<file path="config.mk">
export PLATFORM = sky130hd
export DESIGN_NAME = reqack_arbiter
export DESIGN_NICKNAME = d
export VERILOG_FILES = /design/src/rtl/reqack_arbiter.sv
export SDC_FILE = /design/constraint.sdc
export NUM_CORES = 1
export LEC_CHECK = 0
export ABC_AREA = 1
export BUFFER_PORTS_ARGS = -buffer_cell sky130_fd_sc_hd__buf_2
export CELL_PAD_IN_SITES_DETAIL_PLACEMENT = 1
export CELL_PAD_IN_SITES_GLOBAL_PLACEMENT = 2
export CORE_ASPECT_RATIO = 0.7
export CORE_UTILIZATION = 35
export DETAILED_ROUTE_END_ITERATION = 12
export GPL_ROUTABILITY_DRIVEN = 0
export GPL_TIMING_DRIVEN = 0
export PLACE_DENSITY = 0.87
export SLEW_MARGIN = 30
export SYNTH_ARGS = -nofsm -noshare
export SYNTH_HDL_FRONTEND = slang
export SYNTH_SLANG_ARGS = --single-unit
</file>
<file path="constraint.sdc">
create_clock -name clk -period 4.2 [get_ports clk]
set_input_delay 0.21 -clock clk [delete_from_list [all_inputs] [get_ports clk]]
set_output_delay 0.21 -clock clk [all_outputs]
set_load 0.01 [all_outputs]
</file>
<file path="src/rtl/reqack_arbiter.sv">
`default_nettype none
// ============================================================================
//  Module      : reqack_arbiter
//  Description : Round-robin sharing of one req/ack/done resource among N_REQ
//                clients. Issues a single request pulse per grant, checks the
//                ack window and the ack-then-done sequence, and reports
//                per-client completion/error plus an interrupt pulse.
//  Revision    : 1.0 - initial release
// ============================================================================
module reqack_arbiter #(
  parameter int N_REQ   = 4,
  parameter int MAX_ACK = 5,
  parameter int ERR_W   = 8
) (
  input  logic             clk,
  input  logic             reset,
  input  logic [N_REQ-1:0] cli_req,
  output logic [N_REQ-1:0] cli_gnt,
  output logic [N_REQ-1:0] cli_done,
  output logic [N_REQ-1:0] cli_err,
  output logic             res_req,
  input  logic             res_ack,
  input  logic             res_done,
  output logic             intrpt,
  output logic [ERR_W-1:0] err_cnt
);

  localparam int IDX_W = $clog2(N_REQ);
  localparam int CNT_W = $clog2(MAX_ACK + 1);
  localparam logic [IDX_W:0]   N_EXT   = (IDX_W + 1)'(N_REQ);
  localparam logic [CNT_W-1:0] CNT_MAX = CNT_W'(MAX_ACK);
  localparam logic [IDX_W-1:0] LAST_RST = IDX_W'(N_REQ - 1);

  typedef enum logic [2:0] {
    S_IDLE      = 3'd0,
    S_REQ       = 3'd1,
    S_WAIT_ACK  = 3'd2,
    S_WAIT_DONE = 3'd3,
    S_CMPL      = 3'd4,
    S_ERR       = 3'd5
  } state_t;

  state_t           state_q, state_d;
  logic [IDX_W-1:0] win_q, win_d;
  logic [IDX_W-1:0] last_q, last_d;
  logic [CNT_W-1:0] cnt_q, cnt_d;
  logic [N_REQ-1:0] gnt_q, gnt_d;
  logic [N_REQ-1:0] done_q, done_d;
  logic [N_REQ-1:0] err_q, err_d;
  logic             res_req_q, res_req_d;
  logic             intrpt_q, intrpt_d;
  logic [ERR_W-1:0] err_cnt_q, err_cnt_d;

  logic             arb_found;
  logic [IDX_W-1:0] arb_idx;
  logic [IDX_W:0]   arb_sum;

  function automatic logic [N_REQ-1:0] onehot(input logic [IDX_W-1:0] idx);
    onehot      = '0;
    onehot[idx] = 1'b1;
  endfunction

  // Round-robin pick: first requesting client above last_grant, wrapping.
  always_comb begin
    arb_found = 1'b0;
    arb_idx   = '0;
    arb_sum   = '0;
    for (int i = 1; i <= N_REQ; i++) begin
      arb_sum = {1'b0, last_q} + (IDX_W + 1)'(i);
      if (arb_sum >= N_EXT) arb_sum = arb_sum - N_EXT;
      if (!arb_found && cli_req[arb_sum[IDX_W-1:0]]) begin
        arb_found = 1'b1;
        arb_idx   = arb_sum[IDX_W-1:0];
      end
    end
  end

  // Next-state and registered-output logic; pulse outputs default low.
  always_comb begin
    state_d   = state_q;
    win_d     = win_q;
    last_d    = last_q;
    cnt_d     = cnt_q;
    gnt_d     = gnt_q;
    done_d    = '0;
    err_d     = '0;
    res_req_d = 1'b0;
    intrpt_d  = 1'b0;
    err_cnt_d = err_cnt_q;
    unique case (state_q)
      S_IDLE: begin
        if (arb_found) begin
          state_d   = S_REQ;
          win_d     = arb_idx;
          gnt_d     = onehot(arb_idx);
          res_req_d = 1'b1;
          cnt_d     = '0;
        end
      end
      S_REQ: begin
        // Ack seen in the request cycle itself is deliberately ignored.
        state_d = S_WAIT_ACK;
        cnt_d   = CNT_W'(1);
      end
      S_WAIT_ACK: begin
        cnt_d = cnt_q + CNT_W'(1);
        if (res_ack) begin
          // Ack wins over a simultaneous done; done must still follow.
          state_d = S_WAIT_DONE;
        end else if (res_done || (cnt_q == CNT_MAX)) begin
          state_d = S_ERR;
        end
      end
      S_WAIT_DONE: begin
        if (res_done && !res_ack) state_d = S_CMPL;
        else                      state_d = S_ERR;
      end
      S_CMPL, S_ERR: begin
        state_d = S_IDLE;
        gnt_d   = '0;
      end
      default: begin
        state_d = S_IDLE;
        gnt_d   = '0;
      end
    endcase

    // Transaction end: pulse the owner and remember it for fairness.
    if (state_d == S_CMPL) begin
      done_d   = onehot(win_q);
      intrpt_d = 1'b1;
      last_d   = win_q;
    end
    if (state_d == S_ERR) begin
      err_d    = onehot(win_q);
      intrpt_d = 1'b1;
      last_d   = win_q;
      if (err_cnt_q != '1) err_cnt_d = err_cnt_q + ERR_W'(1);
    end
  end

  // State and output registers, cleared immediately by reset.
  always_ff @(posedge clk or posedge reset) begin
    if (reset) begin
      state_q   <= S_IDLE;
      win_q     <= '0;
      last_q    <= LAST_RST;
      cnt_q     <= '0;
      gnt_q     <= '0;
      done_q    <= '0;
      err_q     <= '0;
      res_req_q <= 1'b0;
      intrpt_q  <= 1'b0;
      err_cnt_q <= '0;
    end else begin
      state_q   <= state_d;
      win_q     <= win_d;
      last_q    <= last_d;
      cnt_q     <= cnt_d;
      gnt_q     <= gnt_d;
      done_q    <= done_d;
      err_q     <= err_d;
      res_req_q <= res_req_d;
      intrpt_q  <= intrpt_d;
      err_cnt_q <= err_cnt_d;
    end
  end

  assign cli_gnt  = gnt_q;
  assign cli_done = done_q;
  assign cli_err  = err_q;
  assign res_req  = res_req_q;
  assign intrpt   = intrpt_q;
  assign err_cnt  = err_cnt_q;

endmodule
`default_nettype wire

</file>
==> metrics.md, run 1 <==
| Metric | Value |
|---|---|
| Switching power | `about 0.71 mW` |
| Yosys reg bits | `32` |
| VDD IR-drop max | `about 0.25 mV` |
| EDFF count, synth | `0` |
| Routed vias | `between 1000 and 1500` |
| Cell Pwr Density | `approximately 740 nW/um^2` |
| R2R depth | `11` |
| Tmin final | `around 1900 ps` |
| DR WL/cell | `12.7 um` |
| Clock skew | `around 10 ps` |
| Relative slew slack | `0.549` |
| CTS max path bufs | `2` |
| Site Rows | `21` |
| Clock latency at the later pin of the worst-skew pair | `280 ps` |
| H-tree depth | `2` |
| RR Startpoint | `last_q[0]$_DFFE_PP1P_` |
| Synthesized net count | `roughly 230` |
| WP data arrival | `just over 2000 ps` |
| Crit-path max FO | `10` |
| Post-route setup TNS | `0 ps` |
| Post-CTS Setup Repair Bufs | `0` |
| WS Path Type | `reg2reg` |
| Vias in the first global route | `approximately 1400` |
| Routed WL | `4100 um` |
| Grt total ovfl | `0` |
| Post-cts resize count | `0` |
| R2R Path End | `cli_err[1]$_DFF_PP0_` |
| Final setup vio count | `0` |
| CTS root buf | `clkbuf_8` |
| Final-report max-slew violation count | `0` |
| Post-DP HPWL | `roughly 3000 um` |
| Syn Area/Cell | `8.25 sq um` |
| Vias/cell | `4.62` |
| Commonest non-fill, non-tap cell in the layout | `nand2_1` |
| Combinational power share | `0.493` |
| Setup crit start kind | `flip-flop` |
| Required time of the critical path | `between 4000 and 5000 ps` |
| Post-Synthesis Cells | `217` |
| RSZ-0062 raised after global routing | `false` |
| Post-CTS Hold Buffers | `0` |
| Ports | `30` |
| Worst Setup End Kind | `flip-flop` |
| Reg2Reg Setup Slack | `2330 ps` |
| Syn. warnings | `0` |
| F_max | `roughly 530 MHz` |
| Most frequent cells in the layout | `nand2_1, dfrtp_1, buf_2` |
| Drt first pass iters | `4` |
| Die H | `61.8 um` |
| Clk sink count | `32` |
| CTS tree | `built` |
| Yosys cell types | `32` |
| Hold crit path type | `in2async` |
| Sw Share | `0.447` |
| Asr flop ratio synth | `1.00` |
| Seq pwr share | `0.303` |
| Layout area overhead | `20.0%` |
| Initial antenna violation count | `0` |
| Buffers added on ports | `29` |
| Status | `finished, final reports clean` |
| Largest net degree at the start of global routing | `33` |
| Clock share of power | `0.204` |
| Ys flop type | `dfrtp_1` |
| Int Pwr | `0.876 mW` |
| ANT cells | `0` |
| Global-route wire length before repair | `between 6000 and 7000 um` |
| Cts bufs inserted | `5` |
| First DRT Iteration DRCs | `41` |
| Die area | `between 5000 and 6000 sq um` |
| Mapped Area | `approximately 1800 sq um` |
| Hold Fails Final Rpt | `0` |
| Fraction of layout cells with a size suffix above 1 | `0.287` |
| Die width | `87.5 um` |
| Starting Density | `0.368` |
| DRC | `0` |
| Final Cycle Share | `0.445` |
| Layout Nets | `approximately 260` |
| Core area | `4860 sq um` |
| Clock transition at the registers of the reported paths | `approximately 70 ps` |
| Leakage | `~1.2 nW` |
| GRT Resource Usage Total | `0.168` |
| Max_cap viols | `0` |
| Hold slack | `roughly 27 ps` |
| Number of nets still failing antenna checks after routing | `0` |
| Sequential cell area fraction in the yosys report | `0.449` |
| Pin slew with the least headroom to its limit | `around 680 ps` |
power groups by stage:
stage               clock network (mW)  logic (mW)  registers [mW]
global route                     0.342       0.888           0.494
global placement                     0       0.773           0.482
floorplan                            0       0.577           0.491
detailed placement                   0       0.787           0.483
finish                           0.323       0.781           0.480
CTS                              0.331       0.794           0.480
critical path, cell delays in order, from the launching register on:
cell and delay [ps]:
dfstp_2 520, buf_6 130, inv_8 60, nand2_1 90, nand2_1 60, o21ai_1 290
nand3_2 140, nand2_4 110, nand2_2 70, buf_6 150, nand2_4 90, nor3_2 50
sequential cells by signal, indices dropped and copies added (netlist names):
signal,count
err_cnt,8
cnt_q,3
intrpt,1
last_q,2
cli_err,4
cli_gnt,4
win_q,2
state_q,3
cli_done,4
res_req,1
cell usage after synthesis, types with 2 or more instances:
library cell | number | area (sq um)
o21ai_0 | 8 | 40.0
nand3_2 | 3 | 30.0
ha_1 | 3 | 37.5
nor2_4 | 2 | 22.5
nor3_2 | 3 | 30.0
nand2_4 | 5 | 56.3
a21oi_1 | 3 | 15.0
nand2_2 | 10 | 62.6
inv_1 | 24 | 90.1
xnor2_1 | 3 | 26.3
dfrtp_1 | 30 | 751
nor2_1 | 7 | 26.3
nand3_1 | 10 | 50.1
nand4_1 | 12 | 75.1
nand2_1 | 68 | 255
xor2_1 | 4 | 35.0
nor3_1 | 5 | 25.0
buf_6 | 2 | 22.5
dfstp_2 | 2 | 52.6
logic make-up after synthesis:
| logic type | Yosys count | share of synthesized area |
|---|---|---|
| and+or+nand+nor | 127 | 0.361 |
| buffers and inverters | 32 | 0.0839 |
| DFF | 32 | 0.449 |
| AOI/OAI and AO/OA | 16 | 0.0517 |
| xor gates and xnor gates | 7 | 0.0342 |
| adders and majority gates | 3 | 0.0210 |
how the worst max path moves through the flow:
stage	from	to	slack, ps	cells past startpoint
floorplan	last_q[1]$_DFFE_PP1P_	cli_err[0]$_DFF_PP0_	2550	11
global placement	last_q[0]$_DFFE_PP1P_	cli_err[1]$_DFF_PP0_	2360	11
detailed placement	last_q[0]$_DFFE_PP1P_	cli_err[1]$_DFF_PP0_	2340	11
CTS	last_q[0]$_DFFE_PP1P_	cli_done[0]$_DFF_PP0_	2310	9
global route	last_q[0]$_DFFE_PP1P_	err_cnt[6]$_DFFE_PP0P_	2160	11
finish	last_q[0]$_DFFE_PP1P_	cli_err[1]$_DFF_PP0_	2330	11
routing by layer:
metal	vias to the layer above	GRT usage	wire length, um
met5	-	0	0
met4	0	0.0492	34
met3	4	0.0396	159
met2	25	0.249	1680
met1	699	0.245	2230
li1	764	-	-
area by class of cell:
cell class / instances / area, sq um
buffer: 5 / 38.8
tap: 69 / 86.3
clock buffer: 7 / 96.3
inverter: 27 / 111
sequential: 32 / 803
timing repair buffer: 29 / 145
fill: 610 / 2710
multi-input combinational: 153 / 837
clock inverter: 1 / 30.0
through the flow:
step / total power [mW] / setup WS, ps / util / instance area (sq um) / instances
2_1_floorplan: 1.07 / 2550 / - / 1790 / 217
3_3_place_gp: 1.25 / 2360 / 0.416 / 2020 / 315
3_5_place_dp: 1.27 / 2340 / 0.416 / 2020 / 315
4_1_cts: 1.61 / 2310 / 0.442 / 2150 / 323
5_1_grt: 1.72 / 2160 / 0.442 / 2150 / 323
6_report: 1.58 / 2330 / 0.442 / 2150 / 323
No activity file was read; power rests on OpenSTA's default activity.
==> inputs of run 2 (changes only) <==
--- a/config.mk
+++ b/config.mk
@@ -10,11 +10,11 @@
 export CELL_PAD_IN_SITES_DETAIL_PLACEMENT = 1
 export CELL_PAD_IN_SITES_GLOBAL_PLACEMENT = 2
 export CORE_ASPECT_RATIO = 0.7
-export CORE_UTILIZATION = 35
+export CORE_UTILIZATION = 29
 export DETAILED_ROUTE_END_ITERATION = 12
 export GPL_ROUTABILITY_DRIVEN = 0
 export GPL_TIMING_DRIVEN = 0
-export PLACE_DENSITY = 0.87
+export PLACE_DENSITY = 0.78
 export SLEW_MARGIN = 30
 export SYNTH_ARGS = -nofsm -noshare
 export SYNTH_HDL_FRONTEND = slang
==> constraint.sdc (replaced) <==
create_clock -name clk -period 1.63 [get_ports clk]
set_input_delay 0.0815 -clock clk [delete_from_list [all_inputs] [get_ports clk]]
set_output_delay 0.0815 -clock clk [all_outputs]
set_load 0.01 [all_outputs]
==> run 2 against run 1 <==
Net effect: the flow now finishes with violations (setup timing); clock skew decreased by 2.1 ps; routed wire length is 27% higher; largest cell class unchanged; setup slack lost 2500 ps; sequential cell count stayed put; sequential power grew to 2.6 times the previous value; cell area up 18%; combinational power rose to 3.9 times the previous value; total power increased to 3.2 times the previous value; first-iteration DRC count shrank 4.9%; critical path depth up 1; clock-buffer cell count is 1 lower.
==> metrics.md, run 2 (synthesis results as in run 1) <==
| Metric | Value |
|---|---|
| ANT cells | `0` |
| R2R depth | `12` |
| Largest net degree at the start of global routing | `33` |
| WS Path Type | `reg2reg` |
| Site Rows | `23` |
| Max FFs per register | `8` |
| Die H | `67.7 um` |
| Initial antenna violation count | `0` |
| Hold crit path type | `in2reg` |
| Tmin final | `~1800 ps` |
| Final setup vio count | `26` |
| F_max | `roughly 560 MHz` |
| Post-place setup slack | `-268 ps` |
| Global-route wire length before repair | `around 8300 um` |
| Routed vias | `~1600` |
| Finished Layout Cells | `between 300 and 400` |
| Switching power | `2.32 mW` |
| Setup crit start kind | `flip-flop` |
| Hold Fails Final Rpt | `0` |
| Final-report max-slew violation count | `0` |
| Routed WL | `5230 um` |
| VDD IR-drop max | `between 0.7 and 0.8 mV` |
| Required time of the critical path | `about 1800 ps` |
| Worst setup margin | `-167 ps` |
| Clock share of power | `0.148` |
| Fraction of layout cells with a size suffix above 1 | `0.455` |
| Int Pwr | `~2.8 mW` |
| CTS max path bufs | `2` |
| Post-route setup TNS | `-3590 ps` |
| Clock skew | `8.33 ps` |
| Die area | `6500 sq um` |
| Hold depth | `4` |
| Number of nets still failing antenna checks after routing | `0` |
| Ports | `30` |
| Max_cap viols | `0` |
| Die width | `between 90 and 100 um` |
| DR WL/cell | `14.9 um` |
| First DRT Iteration DRCs | `39` |
| GRT Resource Usage Total | `0.174` |
| Combinational power share | `0.602` |
| Most frequent cells in the layout | `nand2_1, dfrtp_1, buf_2` |
| Final Cycle Share | `1.10` |
| Total Power | `5.09 mW` |
| Leakage | `approximately 1.3 nW` |
| Max stage delay cell, worst path | `dfstp_2` |
| Buf/Inv on CP | `3` |
| Worst Setup End Kind | `flip-flop` |
| DRC | `0` |
| Drt first pass iters | `4` |
| Crit-path max FO | `5` |
| Relative slew slack | `0.540` |
| Buffers added on ports | `29` |
| Core area | `5840 sq um` |
| Cell Pwr Density | `2010 nW/um^2` |
| Sw Share | `0.457` |
| Starting Density | `0.306` |
| Placed Cells | `between 300 and 400` |
| Vias in the first global route | `1704` |
| Clock transition at the registers of the reported paths | `70 ps` |
| H-tree depth | `2` |
| Critical path, cell by cell | `buf_8, inv_8, nand2_4, nand2_4, nand2_4, nand2_4, nor2_4, nand3_2, nand2_4, buf_4, nand3_4, nor3_2` |
| Post-DP HPWL | `between 3000 and 4000 um` |
| Levels on crit path | `12` |
| CTS root buf | `clkbuf_8` |
| Seq pwr share | `0.250` |
| Highest cell delay on the worst timing path | `about 560 ps` |
| Clk sink count | `32` |
| Crit-path most repeated cell | `nand2_4` |
| Commonest non-fill, non-tap cell in the layout | `nand2_1` |
| Cts bufs inserted | `5` |
| Status | `finished, violations left` |
| Layout area overhead | `41.4%` |
| Vias/cell | `4.67` |
| Finished Core Util | `0.433` |
| Layout Nets | `about 290` |
| Failing checks | `setup timing` |
| Fill cells | `706` |
| Grt total ovfl | `0` |
| Largest delay share family, worst path | `simple AND/OR/NAND/NOR gates` |
| RSZ-0062 raised after global routing | `true` |
| Pin slew with the least headroom to its limit | `slightly below 700 ps` |
| Clock latency at the later pin of the worst-skew pair | `280 ps` |
| WP data arrival | `around 2000 ps` |
| CTS tree | `built` |
run 2: layout make-up:
type	count	area, sq um	share of cell area
repair buffers	49	339	0.134
clock buffers	6	72.6	0.0287
multi-input cells	153	1020	0.401
repair inverters	1	6.26	0.00247
well taps	75	93.8	0.0371
flip-flops and latches	32	803	0.317
clock inverters	2	35.0	0.0138
plain buffers	5	53.8	0.0213
inverters	27	111	0.0440
run 2: worst paths after layout:
path | start | end | slack [ps]
min in group asynchronous | reset | err_cnt[2]$_DFFE_PP0P_ | 440
worst min register to register | cli_gnt[0]$_DFFE_PP0P_ | cli_gnt[0]$_DFFE_PP0P_ | 470
worst min-delay path | res_ack | state_q[2]$_DFF_PP0_ | 230
worst max-delay path | last_q[0]$_DFFE_PP1P_ | cli_done[2]$_DFF_PP0_ | -170
worst max register to register | last_q[0]$_DFFE_PP1P_ | cli_done[2]$_DFF_PP0_ | -170
max in group asynchronous | reset | cnt_q[2]$_DFFE_PP0P_ | 730
run 2: repair_timing:
item                                   CTS  global route
hold buffers                             1             0
gates resized for setup                 26            38
pin swaps                               11            27
endpoints found under the hold margin   30             0
setup endpoints to repair               30            30
gates cloned                             3             1
buffers inserted                        11             5
run 2: routing by layer:
metal,vias up,part of all wire,track usage
li1,808,-,-
met1,789,0.49,0.240
met2,30,0.46,0.268
met3,9,0.035,0.0450
met4,0,0.011,0.0504
met5,-,0,0
run 2: power by group through the flow:
stage          registers [mW]  logic [mW]  clock network (mW)
2_1_floorplan            1.27        1.49                   0
3_3_place_gp             1.24        2.01                   0
3_5_place_dp             1.26        2.07                   0
4_1_cts                  1.26        2.64               0.774
5_1_grt                  1.31        3.34               0.808
6_report                 1.27        3.06               0.752
run 2: through the flow:
step	cell area (sq um)	hold WS [ps]
after global placement	2030	459
final	2530	227
after floorplan	1790	196
after global routing	2530	240
after detailed placement	2030	240
after CTS	2360	247
run 2: worst reg2reg max path: cells and delay by family, from the launching register on:
kind	cells	cell delay [ps]
and+or+nand+nor	9	820
DFF	1	560
buffers and inverters	3	330
==> inputs of run 3 (changes only) <==
--- a/config.mk
+++ b/config.mk
@@ -14,7 +14,8 @@
 export DETAILED_ROUTE_END_ITERATION = 12
 export GPL_ROUTABILITY_DRIVEN = 0
 export GPL_TIMING_DRIVEN = 0
-export PLACE_DENSITY = 0.78
+export PLACE_DENSITY_LB_ADDON = 0.1
+export RECOVER_POWER = 25
 export SLEW_MARGIN = 30
 export SYNTH_ARGS = -nofsm -noshare
 export SYNTH_HDL_FRONTEND = slang
==> run 3 against run 2 <==
Net effect: clock power up 2%; the run still ends with setup timing left; highest routed layer unchanged; non-clock buffer count is 7 lower; first-iteration DRC count up 36%; critical path depth is 1 higher.
==> metrics.md, run 3 (synthesis results as in run 1) <==
| Metric | Value |
|---|---|
| Status | `finished, violations left` |
| Failing checks | `setup timing` |
| Worst setup margin | `-189 ps` |
| Tmin final | `1820 ps` |
| Clock transition at the registers of the reported paths | `roughly 80 ps` |
| Finished Layout Cells | `approximately 340` |
| WP data arrival | `2000 ps` |
| ANT cells | `0` |
| CTS max path bufs | `2` |
| Commonest non-fill, non-tap cell in the layout | `nand2_1` |
| Routed vias | `roughly 1500` |
| GRT Resource Usage Total | `0.166` |
| Drt first pass iters | `4` |
| Starting Density | `0.306` |
| F_max | `approximately 550 MHz` |
| Multi-input gate area | `between 900 and 1000 sq um` |
| Ports | `30` |
| Post-route setup TNS | `-3830 ps` |
| H-tree depth | `2` |
| Hold_sp | `res_ack` |
| Hold crit path type | `in2reg` |
| Relative slew slack | `0.524` |
| Crit-path max FO | `9` |
| Routed WL | `~4700 um` |
| Global-route wire length before repair | `7950 um` |
| Post-DP HPWL | `3280 um` |
| Die H | `67.7 um` |
| Critical Path Start | `last_q[0]$_DFFE_PP1P_` |
| Hold slack | `182 ps` |
| Placed Cells | `321` |
| Layout area overhead | `31.7%` |
| Most frequent cells in the layout | `nand2_1, dfrtp_1, inv_1` |
| RR Startpoint | `last_q[0]$_DFFE_PP1P_` |
| Required time of the critical path | `approximately 1800 ps` |
| Final-report max-slew violation count | `0` |
| DRC | `0` |
| First DRT Iteration DRCs | `53` |
| RSZ-0062 raised after global routing | `true` |
| Core area | `5840 sq um` |
| Cell Pwr Density | `1990 nW/um^2` |
| Final Cycle Share | `1.12` |
| Initial antenna violation count | `0` |
| Pin slew with the least headroom to its limit | `713 ps` |
| Hold Fails Final Rpt | `0` |
| CTS tree | `built` |
| CTS root buf | `clkbuf_8` |
| Die width | `around 96 um` |
| Final setup vio count | `26` |
| WS Path Type | `reg2reg` |
| Register area | `~800 sq um` |
| Fill cells | `about 700` |
| Max_cap viols | `0` |
| Worst Setup End Kind | `flip-flop` |
| Max FFs per register | `8` |
| Leakage | `~1.2 nW` |
| Clk sink count | `32` |
| Cts bufs inserted | `5` |
| Die area | `between 6000 and 7000 sq um` |
| Setup crit start kind | `flip-flop` |
| Total Power | `~4.7 mW` |
| Post-place setup slack | `-243 ps` |
| Clock latency at the later pin of the worst-skew pair | `just under 300 ps` |
| Layout Nets | `around 280` |
| Vias in the first global route | `around 1500` |
| Fraction of layout cells with a size suffix above 1 | `0.318` |
| Number of nets still failing antenna checks after routing | `0` |
| Grt total ovfl | `0` |
| Largest net degree at the start of global routing | `33` |
| Buffers added on ports | `29` |
| Clock skew | `approximately 11 ps` |
| DR WL/cell | `between 10 and 15 um` |
| VDD IR-drop max | `0.584 mV` |
| Site Rows | `23` |
| Vias/cell | `approximately 4.5` |
==> run 3: changes by cell type in the layout (fill, tap and decap cells not counted), sizes merged <==
cell / previous run / this run
inv: 28 / 27
clkbuf: 7 / 22
buf: 52 / 30
==> run 3: path summary, 6_finish.rpt <==
| check | end | slack [ps] | depth (start not counted) |
|---|---|---|---|
| setup / recovery | err_cnt[6]$_DFFE_PP0P_ | -190 | 13 |
| hold / removal | state_q[2]$_DFF_PP0_ | 180 | 4 |
| setup reg to reg | err_cnt[6]$_DFFE_PP0P_ | -190 | 13 |
| hold reg to reg | cli_gnt[1]$_DFFE_PP0P_ | 480 | 2 |
| max in group asynchronous | win_q[1]$_DFFE_PP0P_ | 700 | 3 |
| min in group asynchronous | cli_gnt[2]$_DFFE_PP0P_ | 460 | 3 |
==> run 3: critical path: stages (launching register included) <==
cell,delay (ps)
dfstp_2,530
buf_8,130
inv_8,60
nand2_4,70
nand2_4,70
nand2_4,80
nand2_4,60
nor2_4,150
nand3_2,100
nand2_4,100
nand2_4,80
buf_6,150
nand4_1,60
nand2_1,70
==> run 3: power breakdown <==
| group | switching (mW) | internal (mW) | leakage [nW] |
|---|---|---|---|
| clock | 0.311 | 0.454 | 0.0552 |
| sequential | 0.207 | 1.04 | 0.422 |
| combinational | 1.64 | 1.05 | 0.706 |
==> run 3: area by class of cell <==
class / instances / area share
Sequential cell: 32 / 0.341
Multi-Input combinational cell: 153 / 0.403
Inverter: 27 / 0.0472
Tap cell: 75 / 0.0398
Clock buffer: 6 / 0.0308
Timing Repair Buffer: 42 / 0.0997
Clock inverter: 2 / 0.0149
Buffer: 5 / 0.0239
==> run 3: per-stage QoR <==
stage | utilization | area, sq um
finish | 0.404 | 2360
global route | 0.404 | 2360
CTS | 0.397 | 2320
detailed placement | 0.348 | 2030
global placement | 0.348 | 2030
floorplan | - | 1790
==> run 3: what timing repair did <==
action / in CTS / in global routing
buffers inserted: 8 / 3
endpoints found under the hold margin: 30 / 0
hold buffers: 1 / 0
gates resized for setup: 25 / 11
pin swaps: 1 / 16
setup endpoints to repair: 29 / 29
gates cloned: 1 / 0
==> run 3: per-layer routing <==
metal / up-vias / global-route usage / share of wire
li1: 789 / - / -
met1: 726 / 0.257 / 0.58
met2: 20 / 0.221 / 0.39
met3: 5 / 0.0428 / 0.028
met4: 0 / 0.0448 / 0.0051
met5: - / 0 / 0
